--- src/rtl/vernam_stream_engine.sv ---
// vernam_stream_engine: XOR stream cipher shared by two PicoBlaze ports.
// Side B loads a key FIFO; side A submits plaintext and pops ciphertext from an output FIFO.
module vernam_stream_engine #(
    parameter int         DATA_W    = 8,
    parameter int         KEY_DEPTH = 16,
    parameter int         OUT_DEPTH = 16,
    parameter logic [7:0] PORT_BASE = 8'h00,
    parameter int         IRQ_LEVEL = 1
) (
    input  logic              clk,
    input  logic              reset_n,
    input  logic [7:0]        a_port_id,
    input  logic [DATA_W-1:0] a_out_port,
    input  logic              a_write_strobe,
    input  logic              a_read_strobe,
    output logic [DATA_W-1:0] a_in_port,
    output logic              a_interrupt,
    input  logic [7:0]        b_port_id,
    input  logic [DATA_W-1:0] b_out_port,
    input  logic              b_write_strobe,
    output logic [DATA_W-1:0] b_in_port
);
    localparam int KAW = $clog2(KEY_DEPTH);
    localparam int KCW = $clog2(KEY_DEPTH + 1);
    localparam int OAW = $clog2(OUT_DEPTH);
    localparam int OCW = $clog2(OUT_DEPTH + 1);
    localparam logic [KCW-1:0] K_MAX = KCW'(KEY_DEPTH);
    localparam logic [OCW-1:0] O_MAX = OCW'(OUT_DEPTH);
    localparam logic [OCW-1:0] O_IRQ = OCW'(IRQ_LEVEL);
    localparam logic [7:0] P0 = PORT_BASE;
    localparam logic [7:0] P1 = PORT_BASE + 8'd1;
    localparam logic [7:0] P2 = PORT_BASE + 8'd2;
    localparam logic [7:0] P3 = PORT_BASE + 8'd3;

    logic [DATA_W-1:0] k_mem_q [KEY_DEPTH];
    logic [DATA_W-1:0] o_mem_q [OUT_DEPTH];
    logic [KAW-1:0]    k_rd_q, k_rd_d, k_wr_q, k_wr_d;
    logic [KCW-1:0]    k_cnt_q, k_cnt_d;
    logic [OAW-1:0]    o_rd_q, o_rd_d, o_wr_q, o_wr_d;
    logic [OCW-1:0]    o_cnt_q, o_cnt_d;
    logic              mode_q, mode_d, unf_q, unf_d, ovf_q, ovf_d, irq_q, irq_d;
    logic [DATA_W-1:0] a_in_q, a_in_d, b_in_q, b_in_d;

    logic pt_wr, ctrl_wr, ct_rd, b_push;
    logic k_empty, k_full, o_empty, o_full;
    logic k_flush, o_flush, clr;
    logic o_pop_raw, o_pop, o_push, k_pop, k_push, k_repush, b_ok;
    logic set_unf, set_ovf;
    logic [DATA_W-1:0] k_head, o_head, k_wdata, o_wdata, status;

    assign pt_wr   = a_write_strobe && a_port_id == P0;
    assign ctrl_wr = a_write_strobe && a_port_id == P2;
    assign ct_rd   = a_read_strobe && a_port_id == P0;
    assign b_push  = b_write_strobe && b_port_id == P0;
    assign k_empty = k_cnt_q == '0;
    assign k_full  = k_cnt_q == K_MAX;
    assign o_empty = o_cnt_q == '0;
    assign o_full  = o_cnt_q == O_MAX;
    assign k_flush = ctrl_wr && a_out_port[1];
    assign o_flush = ctrl_wr && a_out_port[2];
    assign clr     = ctrl_wr && a_out_port[3];
    assign k_head  = k_mem_q[k_rd_q];
    assign o_head  = o_mem_q[o_rd_q];

    // A full output FIFO still accepts plaintext when a pop frees a slot in the same cycle.
    assign o_pop_raw = ct_rd && !o_empty;
    assign o_pop     = o_pop_raw && !o_flush;
    assign k_pop     = pt_wr && !k_empty && (!o_full || o_pop_raw);
    assign o_push    = k_pop && !o_flush;
    assign o_wdata   = a_out_port ^ k_head;

    // Repeating mode recycles the consumed key and locks out side B so the ring stays fixed.
    assign k_repush = k_pop && mode_q;
    assign b_ok     = b_push && !mode_q && (!k_full || k_pop);
    assign k_push   = (k_repush || b_ok) && !k_flush;
    assign k_wdata  = k_repush ? k_head : b_out_port;

    assign set_unf = pt_wr && k_empty;
    assign set_ovf = (pt_wr && !k_empty && o_full && !o_pop_raw) || (b_push && !b_ok);
    assign status  = DATA_W'({mode_q, ovf_q, unf_q, k_full, k_empty, o_full, !o_empty});

    always_comb begin
        k_rd_d  = k_flush ? '0 : k_rd_q + KAW'(k_pop);
        k_wr_d  = k_flush ? '0 : k_wr_q + KAW'(k_push);
        k_cnt_d = k_flush ? '0 : k_cnt_q + KCW'(k_push) - KCW'(k_pop);
        o_rd_d  = o_flush ? '0 : o_rd_q + OAW'(o_pop);
        o_wr_d  = o_flush ? '0 : o_wr_q + OAW'(o_push);
        o_cnt_d = o_flush ? '0 : o_cnt_q + OCW'(o_push) - OCW'(o_pop);
        mode_d  = ctrl_wr ? a_out_port[0] : mode_q;
        unf_d   = (unf_q && !clr) || set_unf;
        ovf_d   = (ovf_q && !clr) || set_ovf;
        irq_d   = o_cnt_d >= O_IRQ;
        a_in_d  = a_port_id == P0 ? (o_empty ? '0 : o_head) :
                  a_port_id == P1 ? status :
                  a_port_id == P3 ? DATA_W'(k_cnt_q) : '0;
        b_in_d  = b_port_id == P1 ? status :
                  b_port_id == P3 ? DATA_W'(k_cnt_q) : '0;
    end

    always_ff @(posedge clk or negedge reset_n) begin
        if (!reset_n) begin
            k_rd_q  <= '0;
            k_wr_q  <= '0;
            k_cnt_q <= '0;
            o_rd_q  <= '0;
            o_wr_q  <= '0;
            o_cnt_q <= '0;
            mode_q  <= 1'b0;
            unf_q   <= 1'b0;
            ovf_q   <= 1'b0;
            irq_q   <= 1'b0;
            a_in_q  <= '0;
            b_in_q  <= '0;
        end else begin
            k_rd_q  <= k_rd_d;
            k_wr_q  <= k_wr_d;
            k_cnt_q <= k_cnt_d;
            o_rd_q  <= o_rd_d;
            o_wr_q  <= o_wr_d;
            o_cnt_q <= o_cnt_d;
            mode_q  <= mode_d;
            unf_q   <= unf_d;
            ovf_q   <= ovf_d;
            irq_q   <= irq_d;
            a_in_q  <= a_in_d;
            b_in_q  <= b_in_d;
        end
    end

    always_ff @(posedge clk) begin
        if (k_push) k_mem_q[k_wr_q] <= k_wdata;
        if (o_push) o_mem_q[o_wr_q] <= o_wdata;
    end

    assign a_in_port   = a_in_q;
    assign b_in_port   = b_in_q;
    assign a_interrupt = irq_q;
endmodule

--- config.mk ---
export PLATFORM = sky130hd
export DESIGN_NAME = vernam_stream_engine
export DESIGN_NICKNAME = d
export VERILOG_FILES = /design/src/rtl/vernam_stream_engine.sv
export SDC_FILE = /design/constraint.sdc
export NUM_CORES = 1
export LEC_CHECK = 0
export ABC_AREA = 1
export CAP_MARGIN = 30
export CORE_MARGIN = 2
export CORE_UTILIZATION = 55
export DETAILED_ROUTE_END_ITERATION = 7
export GPL_TIMING_DRIVEN = 1
export PLACE_DENSITY_LB_ADDON = 0.1
export SYNTH_ARGS = -nofsm -noshare
export SYNTH_HDL_FRONTEND = slang
export SYNTH_SLANG_ARGS = --single-unit
--- constraint.sdc ---
create_clock -name clk -period 2.85 [get_ports clk]
set_clock_uncertainty 0.1 [all_clocks]
set_input_delay 0.285 -clock clk [delete_from_list [all_inputs] [get_ports clk]]
set_output_delay 0.285 -clock clk [all_outputs]
set_load 0.01 [all_outputs]
# [Word-level counts from Yosys, hierarchy flattened]
# Memories as Yosys holds them, arrays and structs flattened.
# Cells that the tools add are included.
[totals] in_bits=37 regBits=45 memories=2 elab_cells=90 mem_bits_rw=256 output_inout_bits=17
[op_classes] magnitude_cmp=1 bitwise=1 n_addsub=8 reduce_logical=42 muxes=17 n_eq_ne=7
[mem_list] memory="k_mem_q" words=16 word_bits=8 read_ports=1 rd_ports_with_merged_regs=0 wr=1 line_no="35" rtl="logic [DATA_W-1:0] k_mem_q [KEY_DEPTH];"
[mem_list] memory="o_mem_q" words=16 word_bits=8 read_ports=1 rd_ports_with_merged_regs=0 wr=1 line_no="36" rtl="logic [DATA_W-1:0] o_mem_q [OUT_DEPTH];"
[op_table] op="$eq 8x2->1 const B" count=3
[op_table] op="$mux 8" count=3
[op_table] op="$logic_and 1x1->1" count=22
[op_table] op="$mux 5" count=4
[op_table] op="$add 4x1->4" count=4
[op_table] op="$eq 8x1->1 const B" count=2
[op_table] op="$logic_not 8->1" count=2
[op_table] op="$mux 4" count=4
[op_table] op="$mux 7" count=2
[op_table] op="$add 5x1->5" count=2
[op_table] op="$eq 5x5->1 const B" count=2
[op_table] op="$logic_not 1->1" count=10
[op_table] op="$logic_not 5->1" count=2
[op_table] op="$sub 5x1->5" count=2
[op_table] op="$xor 8x8->8" count=1
[op_table] op="$logic_or 1x1->1" count=6
[op_table] op="$ge 5x1->1 const B" count=1
[op_table] op="$mux 1" count=4

# [Logic depth before layout (Yosys ltp)]
[logic_depth] ltp_word=12 depth_mapped=20 ltp_nobuf=19

# [Worst setup path before layout]
# No wires, ideal clock.
[synth_path] kind="reg-to-reg" start="reg k_cnt_q[2]" end="reg k_cnt_q[4]" arrival_ns=2.721 setup_ns=0.122 n_path_buf=1 stages_incl_launch_ff=21 path_slack_ns=-0.094 required_time_ns=2.628 period_less_slack_ns=2.944 path_cell_list="dfrtp_1 inv_1 ha_1 nand3_1 nor2_1 nor2_2 nand2_2 nand2_2 nand2_2 nand2_2 nand2_4 buf_12 ha_1 inv_1 ha_1 fa_1 nand2_1 a21oi_1 nor2_1 xor2_1 nor2_1"
[synth_between] elab_chain_cells=11 word_cells_on_any_way=14 cone_classes="2 x add/sub; 1 x eq/ne; 1 x mux; 10 x reduce/logical"
[synth_lines] element="start, declared" line_no="38" rtl="logic [KCW-1:0] k_cnt_q, k_cnt_d;"
[synth_lines] element="start signal, assigned" line_no="117" rtl="k_cnt_q <= k_cnt_d;"
[synth_lines] element="$logic_not 5->1" line_no="55" rtl="assign k_empty = k_cnt_q == '0;"
[synth_lines] element="$logic_not 1->1" line_no="68" rtl="assign k_pop = pt_wr && !k_empty && (!o_full || o_pop_raw);"
[synth_lines] element="$logic_and 1x1->1 (2 in series)" line_no="68"
[synth_lines] element="$logic_or 1x1->1" line_no="74" rtl="assign b_ok = b_push && !mode_q && (!k_full || k_pop);"
[synth_lines] element="$logic_and 1x1->1" line_no="74"
[synth_lines] element="$logic_or 1x1->1" line_no="75" rtl="assign k_push = (k_repush || b_ok) && !k_flush;"
[synth_lines] element="$logic_and 1x1->1" line_no="75"
[synth_lines] element="$add 5x1->5" line_no="85" rtl="k_cnt_d = k_flush ? '0 : k_cnt_q + KCW'(k_push) - KCW'(k_pop);"
[synth_lines] element="$sub 5x1->5 (*)" line_no="85"
[synth_lines] element="$mux 5 (*)" line_no="85"
[synth_lines] element="net k_cnt_d[4]" line_no="38"
# The timed path passes the listed nets; every way through them passes the cells marked *.
# A chain may end at the register's enable or synchronous reset.

# [Final worst setup path]
[layout_path] start="reg o_cnt_q[3]" end="reg k_cnt_q[4]"
[layout_between] elab_chain_cells=12 word_cells_on_any_way=15 cone_classes="2 x add/sub; 1 x eq/ne; 1 x mux; 11 x reduce/logical"
[layout_lines] element="start, declared" line_no="40" rtl="logic [OCW-1:0] o_cnt_q, o_cnt_d;"
[layout_lines] element="start signal, assigned" line_no="120" rtl="o_cnt_q <= o_cnt_d;"
[layout_lines] element="$logic_not 5->1" line_no="57" rtl="assign o_empty = o_cnt_q == '0;"
[layout_lines] element="$logic_not 1->1" line_no="66" rtl="assign o_pop_raw = ct_rd && !o_empty;"
[layout_lines] element="$logic_and 1x1->1" line_no="66"
[layout_lines] element="$logic_or 1x1->1 (*)" line_no="68"
[layout_lines] element="$logic_and 1x1->1 (*)" line_no="68"
[layout_lines] element="$logic_or 1x1->1" line_no="74"
[layout_lines] element="$logic_and 1x1->1" line_no="74"
[layout_lines] element="$logic_or 1x1->1" line_no="75"
[layout_lines] element="$logic_and 1x1->1" line_no="75"
[layout_lines] element="$add 5x1->5" line_no="85"
[layout_lines] element="$sub 5x1->5 (*)" line_no="85"
[layout_lines] element="$mux 5 (*)" line_no="85"
[layout_lines] element="net k_cnt_d[4]" line_no="38"
# Marks and branches as above.

==> impl_metrics.toml <==
[final_layout]
finalNetCount = 1381
area_growth_pct = 22.31
register_area_um2 = 8820
multi_input_area_um2 = 3581
fillers = 1703
diodes = 0
layout_common_cells = "edfxtp_1 (256), inv_1 (146), nand2_1 (135)"
drive_above_1_share_pct = 17.16
final_common_cell = "edfxtp_1"

[floorplanning]
fp.dieH_um = 158.4
die_w_um = 158.4
start_util_pct = 56.00
dieArea_um2 = 25080
io_pins = 54
rows = 56
core_area_um2 = 23400

[placement]
portBuffers = 52
dpl.hpwl_um = 19660
place_congestion = 0.8191
pre_cts_slack_ps = -444.8

[clock_network]
cts_tree = "done"
htree_levels = 1
clkSlewWorstSetupHoldPaths_ps = 70
numCtsBuffers = 30
worstSkewPairLatency_ps = 550
cts_sinks = 301
clockBufferDepth = 3
cts_root_buf = "clkbuf_16"

[global_routing]
grt_pass1_wl_um = 45310
grt_max_degree = 81
antenna_found_initial = 0
met2_usage_pct = 42.48
grt-busiest-layer = "met2"
grt_overflow = 0
use_met1_pct = 30.59
grt_pass1_vias = 8557
grt_usage_pct = 24.06
grt.met3_usage_pct = 2.858

[sta]
finalCritPeriodShare_pct = 99.80
maxSlewViolCount = 0
grt_setup_unrepaired = "true"
final.setup.worst_slack_ps = 5.832
tns_ps = 0
clock.fmax_ghz = 0.3516
hold_viol_final = 0
worstMarginPinSlew_ps = 811.0
slew_headroom_pct = 45.93
setup_viol = 0
fin_crit_ps = 2844

[route]
wirelength_um = 29420
first_iter_violations = 695
post_drt_wl_per_cell_um = 17.67
avgViaCountPerCell = 5.297
via_count = 8819
route.antenna.remaining_nets = 0
drc = 0
drtPass1Iterations = 5

[hold_path]
hp-class = "in -> async"

[logic_synthesis]
async_reset_ff_share_pct = 14.95
synth_ff_type = "edfxtp_1"
avgSynthCellArea_um2 = 11.27
yosysSeqAreaShare_pct = 67.25
ys_top_cells_by_area = "edfxtp_1 (59%), dfrtp_1 (8.6%), inv_1 (4.4%)"
yosysWarnings = 0
synth_edf_count = 256
synth_cell_types = 37
ys_ff_latch = 301
netlist_instances = 1163
synthesis.nets = 1222
synth_top_area_share_pct = 58.65
yosys.area.top_type = "edfxtp_1"
syn_area_um2 = 13110

[setup_path]
worst-setup-path-type = "reg -> reg"
worstPathRequired_ps = 3160
crit_fanout = 3
endpoint_kind = "register"
critPathArrivalTime_ps = 3150
startpoint_type = "register"

[power]
total_power_mw = 10.54
p_per_area_nw_per_um2 = 657.7
p_leak_nw = 6.183
ir_drop_mv = 0.5362

[job]
maxCapViolCount = 0

[outcome]
status = "complete, no violations"
## worst max-delay path, stage by stage (launching register included)
cell and delay, ps:
dfrtp_1 360, inv_2 60, ha_4 150, nand4_1 140, nand3_2 140, nand2_4 100
nand2_4 60, buf_6 110, nand2_2 50, nand2_2 50, nand2_2 80, nand2_4 60
ha_4 260, inv_2 30, ha_4 150, fa_2 350, nand2_2 80, a21oi_2 50
nor2_1 120, xor2_1 150, nor2_1 60
## cells in the mapped netlist (4+ instances only)
cell type and count:
edfxtp_1 256, inv_1 155, nand2_1 138, nor2_1 127
o21ai_0 104, nand3_1 73, a21oi_1 50, o211ai_1 48
dfrtp_1 45, clkbuf_1 26, o22ai_1 22, ha_1 20
buf_2 19, xor2_1 13, nor2_4 10, nand2_2 9
nand4_1 7, nor2_2 6, xnor2_1 6, buf_1 4
## kinds of logic (layout without fill, tap and decap cells)
logic type      count (synthesis)  count (layout)  synth area share (%)
compound gates                231             231                 10.06
xor+xnor                       19              19                 1.270
fa+ha+maj                      22              22                 2.215
buf+inv                       210             393                 6.377
flops                         301             301                 67.25
other cells                     1               1               0.02861
simple gates                  379             379                 12.80
## stage by stage
step | area, µm² | utilization, % | hold WS (ps) | std cells
3_5_place_dp | 14710 | 62.86 | 316.6 | 1588
2_1_floorplan | 13140 | - | -110.6 | 1163
6_report | 16030 | 68.50 | 276.8 | 1665
5_1_grt | 16030 | 68.50 | 321.2 | 1665
3_3_place_gp | 14690 | 62.76 | 299.7 | 1585
4_1_cts | 15990 | 68.31 | 281.8 | 1664
## state kept, by name (all words and copies together), names as in the netlist, 4 cells and up
| signal | cells |
|---|---|
| b_in_port | 7 |
| o_rd_q | 4 |
| k_rd_q | 4 |
| o_cnt_q | 5 |
| k_mem_q | 128 |
| o_wr_q | 4 |
| k_cnt_q | 5 |
| k_wr_q | 4 |
| o_mem_q | 128 |
| a_in_port | 8 |
## layer usage
layer | part of all wire, % | vias to the layer above
met5 | 0 | -
met4 | 3.9 | 0
met3 | 4.6 | 68
met2 | 51 | 213
met1 | 41 | 4229
li1 | - | 4309
## power by group
group / leakage (nW) / switching, mW / internal, mW / total (mW)
clock: 0.514 / 1.59 / 2.62 / 4.20
sequential: 2.89 / 0.0632 / 4.91 / 4.97
combinational: 2.78 / 0.774 / 0.597 / 1.37
total: 6.18 / 2.42 / 8.12 / 10.5
## final cells by class
type | instances | share of cell area, %
sequential | 301 | 55.02
multi-input combinational | 652 | 22.34
timing repair buffer | 179 | 9.827
clock buffer | 39 | 5.027
inverter | 158 | 3.700
tap | 319 | 2.490
clock inverter | 17 | 1.600
## final timing paths
path | start | end | slack, ps | cells after the start
setup reg to reg | o_cnt_q[3] | k_cnt_q[4] | 6 | 20
hold reg to reg | unf_q | unf_q | 420 | 2
setup / recovery | o_cnt_q[3] | k_cnt_q[4] | 6 | 20
max in group asynchronous | reset_n | k_cnt_q[3] | 1690 | 3
hold / removal | reset_n | b_in_port[1] | 280 | 2
min in group clk | b_write_strobe | ovf_q | 330 | 5
## timing repair
item / 4_1_cts / 5_1_grt
gates cloned: 0 / 0
hold endpoints to repair: 31 / 0
resized for setup: 17 / 12
buffers inserted: 19 / 4
setup endpoints to repair: 3 / 6
pin swaps: 12 / 11
hold buffers: 1 / 0
(Power assumes the default switching activity.)
